--- config.mk ---
export PLATFORM = sky130hd
export DESIGN_NAME = seq_event_logger
export DESIGN_NICKNAME = d
export VERILOG_FILES = /design/src/rtl/seq_event_logger.sv
export SDC_FILE = /design/constraint.sdc
export NUM_CORES = 1
export LEC_CHECK = 0
export CAP_MARGIN = 30
export CELL_PAD_IN_SITES_DETAIL_PLACEMENT = 0
export CELL_PAD_IN_SITES_GLOBAL_PLACEMENT = 1
export CORE_ASPECT_RATIO = 0.7
export CORE_MARGIN = 3
export CORE_UTILIZATION = 40
export CTS_BUF_LIST = sky130_fd_sc_hd__clkbuf_4 sky130_fd_sc_hd__clkbuf_8 sky130_fd_sc_hd__clkbuf_16
export CTS_CLUSTER_DIAMETER = 50
export CTS_CLUSTER_SIZE = 12
export DETAILED_ROUTE_END_ITERATION = 8
export PLACE_DENSITY = 0.68
export SYNTH_ARGS = -nofsm -noshare
export SYNTH_HDL_FRONTEND = slang
export SYNTH_SLANG_ARGS = --single-unit
--- constraint.sdc ---
create_clock -name clk -period 2.6 [get_ports clk]
set_input_delay 0.52 -clock clk [delete_from_list [all_inputs] [get_ports clk]]
set_output_delay 0.52 -clock clk [all_outputs]
set_load 0.02 [all_outputs]
--- src/rtl/seq_event_logger.sv ---
// Timestamps each detection pulse into a small FWFT FIFO, with a saturating
// detection count and a sticky flag for events lost while the FIFO was full.
module seq_event_logger #(
  parameter int TS_WIDTH  = 16,
  parameter int DEPTH     = 4,
  parameter int CNT_WIDTH = 8
) (
  input  logic                       clk,
  input  logic                       rst_n,
  input  logic                       clr,
  input  logic                       detected,
  input  logic                       rd_en,
  output logic [TS_WIDTH-1:0]        rd_data,
  output logic                       rd_valid,
  output logic                       full,
  output logic [$clog2(DEPTH):0]     level,
  output logic [CNT_WIDTH-1:0]       event_count,
  output logic                       overflow
);

  localparam int PW = $clog2(DEPTH);
  localparam int LW = PW + 1;

  logic [TS_WIDTH-1:0] ts;
  logic [TS_WIDTH-1:0] mem [DEPTH];
  logic [PW-1:0]       wr_ptr;
  logic [PW-1:0]       rd_ptr;
  logic [LW-1:0]       level_q;
  logic                pop;
  logic                push;
  logic                drop;
  logic                is_full;

  assign is_full = (level_q == LW'(DEPTH));
  assign pop     = rd_en & (level_q != '0);
  // A pop in the same cycle frees a slot, so a full FIFO can still accept.
  assign push    = detected & (~is_full | pop);
  assign drop    = detected & is_full & ~pop;

  always_ff @(posedge clk or negedge rst_n) begin
    if (!rst_n) begin
      ts          <= '0;
      wr_ptr      <= '0;
      rd_ptr      <= '0;
      level_q     <= '0;
      event_count <= '0;
      overflow    <= 1'b0;
      for (int i = 0; i < DEPTH; i++) mem[i] <= '0;
    end else if (clr) begin
      ts          <= '0;
      wr_ptr      <= '0;
      rd_ptr      <= '0;
      level_q     <= '0;
      event_count <= '0;
      overflow    <= 1'b0;
      for (int i = 0; i < DEPTH; i++) mem[i] <= '0;
    end else begin
      ts <= ts + TS_WIDTH'(1);
      if (push) begin
        mem[wr_ptr] <= ts;
        wr_ptr      <= wr_ptr + PW'(1);
      end
      if (pop) rd_ptr <= rd_ptr + PW'(1);
      if (push && !pop)      level_q <= level_q + LW'(1);
      else if (pop && !push) level_q <= level_q - LW'(1);
      if (drop) overflow <= 1'b1;
      if (detected && (event_count != '1)) event_count <= event_count + CNT_WIDTH'(1);
    end
  end

  assign rd_data  = mem[rd_ptr];
  assign rd_valid = (level_q != '0);
  assign full     = is_full;
  assign level    = level_q;

endmodule

==> summary.md <==
| Metric | Value |
|---|---|
| Status | completed |
| CTS Hold Bufs | 0 |
| Synthesized area per cell | 9.54 um2 |
| Slowest cell on the critical path | clkdlybuf4s50_1 |
| Setup_tns | 0 ps |
| Most frequent cells after synthesis | nand2_1, dfrtp_1, a21oi_1 |
| Worst-margin pin slew | 607 ps |
| Drt via density | 5.33 |
| Vias in the first global route | 3,528 |
| Critical path launch point type | flop |
| Pwr Density | 648 nW/um2 |
| ANT nets after route | 0 |
| Postcts setup bufs | 0 |
| Starting density of the core | 42.1% |
| Die width | 136 um |
| Share of the synthesized area in the top cell type | 50.6% |
| Overflow after GRT | 0 |
| Area of the mapped netlist | 4750 um2 |
| Antenna Cells | 0 |
| Initial antenna violation count | 0 |
| Syn Nets | 510 |
| Ys flop type | dfrtp_1 |
| Register area share after synthesis | 50.6% |
| Leak | 0.00238 uW |
| Die area | 13,200 um2 |
| Clk_lat worst skew | 340 ps |
| Area leader, netlist | dfrtp_1 |
| CTS tree | done |
| Longest Clk Path Bufs | 2 |
| I/O pin count | 35 |
| Critical path class | reg2out |
| Period utilization | 97.6% |
| Largest stage delay on the critical path | 550 ps |
| # DRC | 0 |
| Vias | 3,650 |
| Rel. slew slack | 59.6% |
| Average wire per standard cell | 16.8 um |
| R2r worst-path depth | 7 |
| EDFF count, synth | 0 |
| # clock sinks | 96 |
| Pre-CTS setup slack | 232 ps |
| Util after Layout | 50.1% |
| RSZ-0062 raised after global routing | no |
| Layout cell share with drive strength beyond 1 | 12.6% |
| Total CTS buffers | 9 |
| H-tree Lvls | 3 |
| CTS root buffer | clkbuf_16 |
| Critical path, cell by cell | buf_12 -> mux4_2 -> clkdlybuf4s50_1 |
| Num rows | 32 |
| Total Nets Final | 539 |
| Total track usage | 18.8% |
| Largest net degree at the start of global routing | 40 |
| Post-synth cell types | 40 |
| Peak VDD IR | 0.341 mV |
| Final Critical Period | 2540 ps |
| Gate Count Post-Synth | 498 |
| Top cells by area, synth | dfrtp_1, nand2_1, a21oi_1, mux4_2, xnor2_1 |
| Fin Clk Skew | 8.55 ps |
| Cell with the most instances after synthesis | nand2_1 |
| Worst hold slack | 162 ps |
| Die Y-Extent | 97.2 um |
| Final Slew Violations | 0 |
| Initial DRC Count | 222 |
| RR Endpoint | level[2] |
| Layout area overhead | 19.0% |
| Final Hold Viols | 0 |
| Crit path DAT | 2020 ps |
| Critical R2R Launch | level[0] |
| Clk slew on worst S/H paths | 70 ps |
| Flops & latches, synth | 96 |
| Drt total wl | 11.5 mm |
| CORE AREA | 11,300 um2 |
| Pre-Repair DR Iteration Count | 5 |
| HPWL after detailed placement | 7.71 mm |
| Worst setup margin | 62.4 ps |
| MaxCap Viol Count | 0 |
| Worst EP required | 2080 ps |
| Hold Path Class | in2async |
| GPL Wtd Cong | 0.736 |
| PortBufs | 34 |
| # setup viols final | 0 |
| Critical Path Sink Type | output port |
| Fmax | 0.394 GHz |
| Warnings from Yosys | 0 |
| R2r setup slk | 320 ps |
| Asr flop ratio synth | 100% |
| Max FO, Critical Path | 14 |
| First-pass GRT wire length | 19.5 mm |
metal layers:
metal | vias to the layer above | share of wire (%) | GRT usage (%)
met5 | - | 0 | 0
li1 | 1741 | - | -
met2 | 115 | 42 | 24.7
met4 | 0 | 0.35 | 4.34
met1 | 1792 | 51 | 30.6
met3 | 2 | 6.8 | 4.55
sequential cells by signal, indices dropped and copies added (netlist names):
register	count
overflow	1
ts	16
mem	64
wr_ptr	2
event_count	8
level	3
rd_ptr	2
metrics by stage:
stage          cells  power [uW]  area, um2
2_1_floorplan    498        2090       4750
3_3_place_gp     669        2430       5370
3_5_place_dp     669        2440       5370
4_1_cts          685        3720       5640
5_1_grt          685        3840       5650
6_report         685        3660       5650
how the worst max path moves through the flow:
stage / end / startpoint / slack (ps)
finish: rd_data[9] / rd_ptr[0] / 60
global route: rd_data[9] / rd_ptr[0] / 3
CTS: rd_data[9] / rd_ptr[0] / 1
detailed placement: level[2] / rd_en / 230
global placement: level[2] / rd_en / 240
floorplan: level[2] / level[1] / 260
what timing repair did:
item	in CTS	in global routing
pin swaps	0	0
endpoints found under the setup margin	7	4
gates resized for setup	7	4
critical path, delay by kind of cell (launching register included):
family	cells	cell delay, ps
buffers and inverters	2	750
muxes	1	510
DFF	1	420
area by class of cell:
class | instances | area [um2]
tap | 153 | 191
fill | 1059 | 5640
multi-input combinational | 350 | 2070
sequential | 96 | 2400
clock inverter | 4 | 28.8
timing repair buffer | 60 | 667
clock buffer | 12 | 254
inverter | 10 | 37.5
power by group:
| part | total [uW] | internal [uW] | switching [uW] |
|---|---|---|---|
| logic | 817 | 356 | 460 |
| registers | 1580 | 1530 | 47.9 |
| clock network | 1260 | 698 | 566 |
cell families (layout without fill, tap and decap cells):
kind of cell | Yosys count | in the layout | synth area share [%]
AOI/OAI and AO/OA | 93 | 93 | 10.4
and+or+nand+nor | 215 | 215 | 20.0
adders and majority gates | 7 | 7 | 2.00
buffers and inverters | 52 | 86 | 5.85
muxes | 17 | 17 | 7.80
DFF | 96 | 96 | 50.6
xor gates and xnor gates | 18 | 18 | 3.32
cells in the final DEF, fill, tap and decap left out, drive strengths merged, types with 6 or more instances in the layout:
cell type	instances
mux4	16
xnor2	12
nand2	136
a21oi	76
o21ai	6
ha	6
inv	11
clkdlybuf4s50	21
xor2	6
dfrtp	96
nand3	15
dlygate4sd2	7
buf	28
nor2	26
clkbuf	12
Power figures use the tool's default switching activity.
